<file path="src/rtl/mips_pkg.sv">
// mips_pkg: shared instruction field slices, fetch FSM states and opcode constants
package mips_pkg;
  localparam int INSTR_W = 32;
  localparam int OPCODE_MSB = 31;
  localparam int OPCODE_LSB = 26;
  localparam int FUNCT_MSB = 5;
  localparam int FUNCT_LSB = 0;
  localparam logic [5:0] OP_J = 6'h02;
  localparam logic [5:0] OP_BEQ = 6'h04;
  typedef enum logic [1:0] {S_IDLE, S_RUN, S_REDIR} fetch_state_e;
  function automatic logic [5:0] opcode_of(input logic [INSTR_W-1:0] i);
    return i[OPCODE_MSB:OPCODE_LSB];
  endfunction
  function automatic logic [5:0] funct_of(input logic [INSTR_W-1:0] i);
    return i[FUNCT_MSB:FUNCT_LSB];
  endfunction
endpackage

</file>
<file path="src/rtl/fetch_fifo.sv">
// fetch_fifo: sync FIFO of {pc,instr} with push/pop/flush (flush beats push), count, full/empty
module fetch_fifo #(
  parameter int W = 64,
  parameter int DEPTH = 2
) (
  input  logic                     clk,
  input  logic                     reset,
  input  logic                     push,
  input  logic                     pop,
  input  logic                     flush,
  input  logic [W-1:0]             wdata,
  output logic [W-1:0]             rdata,
  output logic [$clog2(DEPTH):0]   count,
  output logic                     full,
  output logic                     empty
);
  localparam int PW = $clog2(DEPTH);
  logic [W-1:0] mem_q [DEPTH];
  logic [W-1:0] mem_d [DEPTH];
  logic [PW-1:0] rd_q, rd_d, wr_q, wr_d;
  logic [PW:0] cnt_q, cnt_d;
  logic push_en, pop_en;
  assign full = cnt_q == (PW+1)'(DEPTH);
  assign empty = cnt_q == '0;
  assign count = cnt_q;
  assign rdata = mem_q[rd_q];
  always_comb begin
    push_en = push && !flush && (!full || pop);
    pop_en = pop && !empty;
    mem_d = mem_q;
    if (push_en) mem_d[wr_q] = wdata;
    rd_d = flush ? '0 : rd_q + PW'(pop_en);
    wr_d = flush ? '0 : wr_q + PW'(push_en);
    cnt_d = flush ? '0 : cnt_q + (PW+1)'(push_en) - (PW+1)'(pop_en);
  end
  always_ff @(posedge clk) begin
    if (reset) begin
      mem_q <= '{default: '0};
      rd_q <= '0;
      wr_q <= '0;
      cnt_q <= '0;
    end else begin
      mem_q <= mem_d;
      rd_q <= rd_d;
      wr_q <= wr_d;
      cnt_q <= cnt_d;
    end
  end
endmodule

</file>
<file path="src/rtl/instr_fetch_unit.sv">
// instr_fetch_unit: PC + imem prefetch into fetch_fifo with valid/ready output and branch/jump redirect; FETCH_PERF_EN adds perf_fetched/perf_flushed counters
module instr_fetch_unit
  import mips_pkg::*;
#(
  parameter int ADDR_W = 32,
  parameter logic [ADDR_W-1:0] RESET_PC = '0,
  parameter int FIFO_DEPTH = 2
) (
  input  logic              clk,
  input  logic              reset,
  output logic              imem_rd_en,
  output logic [ADDR_W-1:0] imem_addr,
  input  logic [INSTR_W-1:0] imem_rdata,
  output logic              instr_valid,
  input  logic              instr_ready,
  output logic [INSTR_W-1:0] instr,
  output logic [5:0]        opcode,
  output logic [5:0]        funct,
  output logic [ADDR_W-1:0] pc_out,
  input  logic              branch_taken,
  input  logic [ADDR_W-1:0] branch_target,
  input  logic              jump,
  input  logic [ADDR_W-1:0] jump_target
`ifdef FETCH_PERF_EN
  ,
  output logic [31:0]       perf_fetched,
  output logic [31:0]       perf_flushed
`endif
);
  localparam int CW = $clog2(FIFO_DEPTH) + 1;
  fetch_state_e state_q, state_d;
  logic [ADDR_W-1:0] pc_q, pc_d, req_pc_q, req_pc_d, target;
  logic inflight_q, inflight_d, redirect, issue, pop, full, empty;
  logic [CW-1:0] count;
  logic [ADDR_W+INSTR_W-1:0] head;
  always_comb begin
    redirect = jump || branch_taken;
    target = (jump ? jump_target : branch_target) & ~ADDR_W'(3);
    pop = !empty && instr_ready;
    issue = state_q == S_RUN && !redirect && (!full || pop) &&
            ((CW+1)'(count) + (CW+1)'(inflight_q) < (CW+1)'(FIFO_DEPTH) + (CW+1)'(pop));
    state_d = redirect ? S_REDIR : S_RUN;
    pc_d = redirect ? target : issue ? pc_q + ADDR_W'(4) : pc_q;
    req_pc_d = issue ? pc_q : req_pc_q;
    inflight_d = issue;
  end
  always_ff @(posedge clk) begin
    if (reset) begin
      state_q <= S_IDLE;
      pc_q <= RESET_PC;
      req_pc_q <= '0;
      inflight_q <= 1'b0;
    end else begin
      state_q <= state_d;
      pc_q <= pc_d;
      req_pc_q <= req_pc_d;
      inflight_q <= inflight_d;
    end
  end
  fetch_fifo #(.W(ADDR_W + INSTR_W), .DEPTH(FIFO_DEPTH)) u_fifo (
    .clk(clk),
    .reset(reset),
    .push(inflight_q),
    .pop(pop),
    .flush(redirect),
    .wdata({req_pc_q, imem_rdata}),
    .rdata(head),
    .count(count),
    .full(full),
    .empty(empty)
  );
  assign imem_rd_en = issue;
  assign imem_addr = pc_q;
  assign instr_valid = !empty;
  assign instr = head[INSTR_W-1:0];
  assign pc_out = head[ADDR_W+INSTR_W-1:INSTR_W];
  assign opcode = opcode_of(instr);
  assign funct = funct_of(instr);
`ifdef FETCH_PERF_EN
  logic [31:0] perf_fetched_q, perf_fetched_d, perf_flushed_q, perf_flushed_d;
  always_comb begin
    perf_fetched_d = perf_fetched_q + 32'(pop);
    perf_flushed_d = redirect ? perf_flushed_q + 32'(count) - 32'(pop) + 32'(inflight_q) : perf_flushed_q;
  end
  always_ff @(posedge clk) begin
    if (reset) begin
      perf_fetched_q <= '0;
      perf_flushed_q <= '0;
    end else begin
      perf_fetched_q <= perf_fetched_d;
      perf_flushed_q <= perf_flushed_d;
    end
  end
  assign perf_fetched = perf_fetched_q;
  assign perf_flushed = perf_flushed_q;
`endif
endmodule

</file>
<file path="config.mk">
export PLATFORM = sky130hd
export DESIGN_NAME = instr_fetch_unit
export DESIGN_NICKNAME = d
export VERILOG_FILES = /design/src/rtl/mips_pkg.sv /design/src/rtl/fetch_fifo.sv /design/src/rtl/instr_fetch_unit.sv
export SDC_FILE = /design/constraint.sdc
export NUM_CORES = 1
export LEC_CHECK = 0
export ABC_AREA = 1
export CORE_MARGIN = 5
export CORE_UTILIZATION = 50
export DETAILED_ROUTE_END_ITERATION = 10
export PLACE_DENSITY_LB_ADDON = 0.2
export SLEW_MARGIN = 20
export SYNTH_ARGS = -nofsm -noshare
export SYNTH_HDL_FRONTEND = slang
export SYNTH_SLANG_ARGS = --single-unit
</file>
<file path="constraint.sdc">
create_clock -name clk -period 7.56 [get_ports clk]
set_input_delay 2.268 -clock clk [delete_from_list [all_inputs] [get_ports clk]]
set_output_delay 2.268 -clock clk [all_outputs]
set_load 0.02 [all_outputs]
</file>
==> impl_metrics.csv <==
group,metric,value,unit
timing,finalSetupTns,0,ns
critical_path,critical_path.slowest_cell,"clkdlybuf4s50_1",
routing,avgRoutedWirePerCell,14.6,um
critical_path,max_stage_delay,0.61,ns
layout,area_growth,28.1,%
timing,hold_ws,0.450,ns
pwr,comb_power_share,9.7,%
clock_network,post-cts-setup-buffers,0,
clock_network,clkTransAtPathRegs,0.06,ns
pwr,power.share.clock,41.8,%
floorplanning,dieArea,0.0206,mm2
routing,drc,0,
place,place_inst,1702,
synthesis,synth_top_area_share,42.9,%
layout,final_common_cell,"nor2_1",
synthesis,synth.top_cells.by_area,"dfxtp_1 (43%), nor2_1 (15%), nand2_1 (14%), o21ai_0 (9.7%), a21oi_1 (3.2%)",
layout,antenna_cells,0,
place,dpl-instance-area,0.0108,mm2
clock_network,cts_tree,"yes",
clock_network,ctsRootBufferMaster,"clkbuf_16",
routing,vias,8916,
grt,grt_pass1_vias,8176,
clock_network,cts_num_sinks,191,
timing,hold_violations,0,
timing,skew,0.0115,ns
layout,drive_gt1_share,4.04,%
routing,first_pass_iters,5,
critical_path,worstSetupPathType,"primary input to output pin",
routing,wirelength,25.4,mm
timing,slew_viol_final,0,
critical_path,endpoint_kind,"output pin",
hold_path,hold_path.class,"flip-flop to flip-flop",
clock_network,cts_resized,0,
timing,rsz0062_at_grt,"no",
timing,setup_violations,0,
floorplanning,pin_count,211,
synthesis,postSynthAreaPerCell,6.56,um2
clock_network,cts_hold_buffers,0,
timing,min_period_over_period,84.2,%
synthesis,syn_inst,1358,
synthesis,synth_area,0.00890,mm2
clock_network,clock_path_buffers,2,
pwr,intPower,1.63,mW
pwr,irDropWorstVdd,0.175,mV
pwr,p_per_area,189,mW/mm2
layout,stdcell_count,1734,
place,dp_hpwl,17.3,mm
clock_network,cts_made_buffers,17,
grt,antenna_found_initial,0,
floorplanning,rows,48,
layout,final_net_count,1604,
critical_path,crit_path_start_kind,"primary input",
layout,fill_cells,1553,
floorplanning,core,0.0174,mm2
synthesis,synth_edf_count,0,
grt,grt_pass1_wl,40.3,mm
critical_path,crit_chain,"clkdlybuf4s50_1 -> nor2_2 -> nand4_1 -> nor2_1 -> nand2_1 -> inv_4 -> clkdlybuf4s50_1",
grt,grt_use_total,23.9,%
layout,final_cell_mix,"nor2_1 (344), nand2_1 (329), clkdlybuf4s50_1 (202)",
critical_path,cp_max_fo,5,
place,io_buffers,202,
floorplanning,fp.dieW,143,um
critical_path,worst_ep_arrival_time,4.10,ns
pwr,p_switching,0.526,mW
timing,relSlewSlack,37.8,%
critical_path,critPathRequiredTime,5.29,ns
layout,final_area,0.0114,mm2
pwr,p_seq_share,48.6,%
pwr,finalPower,2.16,mW
pwr,leakage,5.09,nW
clock_network,clkLatencyLatePin,0.43,ns
place,finalWeightedCongestion,0.948,
synthesis,yosys.area.top_type,"dfxtp_1",
timing,fmax,0.157,GHz
routing,drtIter0Drc,753,
critical_path,cp_common_cell,"clkdlybuf4s50_1",
timing,worst_pin_slew,0.933,ns
floorplanning,start_util,51.3,%
routing,routed_via_density,5.14,
pwr,p_sw_share,24.4,%
synthesis,ys_seq_area_share,42.9,%
synthesis,ys.flop_type,"dfxtp_1",
flow_run,maxCapViolations,0,
synthesis,async_flop_share,0,%
synthesis,synth_warnings,0,
routing,ant_nets,0,
grt,grt_max_degree,111,
synthesis,ys_ff_latch,191,
timing,min_period,6.37,ns
synthesis,ys_types,37,
clock_network,htree_levels,4,
status,outcome,"finished, final reports clean",
floorplanning,die_y,143,um
grt,overflow,0,
-- path summary, 6_finish.rpt --
check                     from                end  cells after the start  slack (ns)
max               branch_taken         imem_rd_en                      7        1.19
min          u_fifo.mem_q[111]  u_fifo.mem_q[111]                      2        0.45
max reg2reg    u_fifo.count[0]      imem_addr[21]                     10        4.98
min reg2reg  u_fifo.mem_q[111]  u_fifo.mem_q[111]                      2        0.45
-- state kept, by name, summed over array words and instances (netlist names) --
name	cells
u_fifo.mem_q	124
u_fifo.count	2
state_q	2
req_pc_q	30
inflight_q	1
imem_addr	30
u_fifo.rd_q	1
u_fifo.wr_q	1
-- metrics by stage --
step	worst slack (ns)	utilization, %
final	1.19	65.7
after global routing	1.07	65.7
after CTS	1.19	65.7
after detailed placement	1.20	62.3
after global placement	1.20	62.3
after floorplan	2.24	-
-- kinds of logic after synthesis --
logic type | synth area share [%]
AND/OR/NAND/NOR | 32.7
AO/OA/AOI/OAI | 14.8
flip-flops | 42.9
buffers and inverters | 8.05
adder cells (fa/ha/maj) | 0.984
XOR/XNOR | 0.295
other | 0.0421
multiplexers | 0.112
-- synthesized netlist by cell type (all sizes together) (3+ instances only) --
| master | instances |
|---|---|
| a22o | 4 |
| o21ai | 184 |
| nand2 | 331 |
| nor2 | 349 |
| dfxtp | 191 |
| a21oi | 57 |
| or2 | 3 |
| a22oi | 5 |
| inv | 56 |
| ha | 7 |
| clkbuf | 59 |
| buf | 38 |
| nand3 | 54 |
-- per-layer routing --
metal	up-vias	global-route usage (%)	part of all wire [%]
met3	29	4.03	6.0
met2	278	41.0	48
met1	4023	31.2	44
li1	4586	-	-
met5	-	0	0
met4	0	6.44	1.6
-- layout make-up --
cell class              count  area [um2]  share of cell area (%)
inverters                  58         223                    1.95
well taps                 225         282                    2.47
repair buffers            213        2100                    18.5
clock inverters            11         130                    1.14
clock buffers              21         460                    4.04
multi-input cells        1015        4380                    38.4
flip-flops and latches    191        3820                    33.5
-- power groups by stage --
stage | Combinational (mW) | Sequential, mW | Clock [mW]
detailed placement | 0.208 | 1.07 | 0
global route | 0.226 | 1.05 | 0.956
floorplan | 0.0880 | 1.08 | 0
finish | 0.208 | 1.05 | 0.902
global placement | 0.206 | 1.07 | 0
CTS | 0.209 | 1.05 | 0.913
-- worst max-delay path, delay by kind of cell --
| family | cells | cell delay [ns] |
|---|---|---|
| buffers and inverters | 3 | 1.26 |
| AND/OR/NAND/NOR | 4 | 0.56 |
Power figures use the tool's default switching activity.
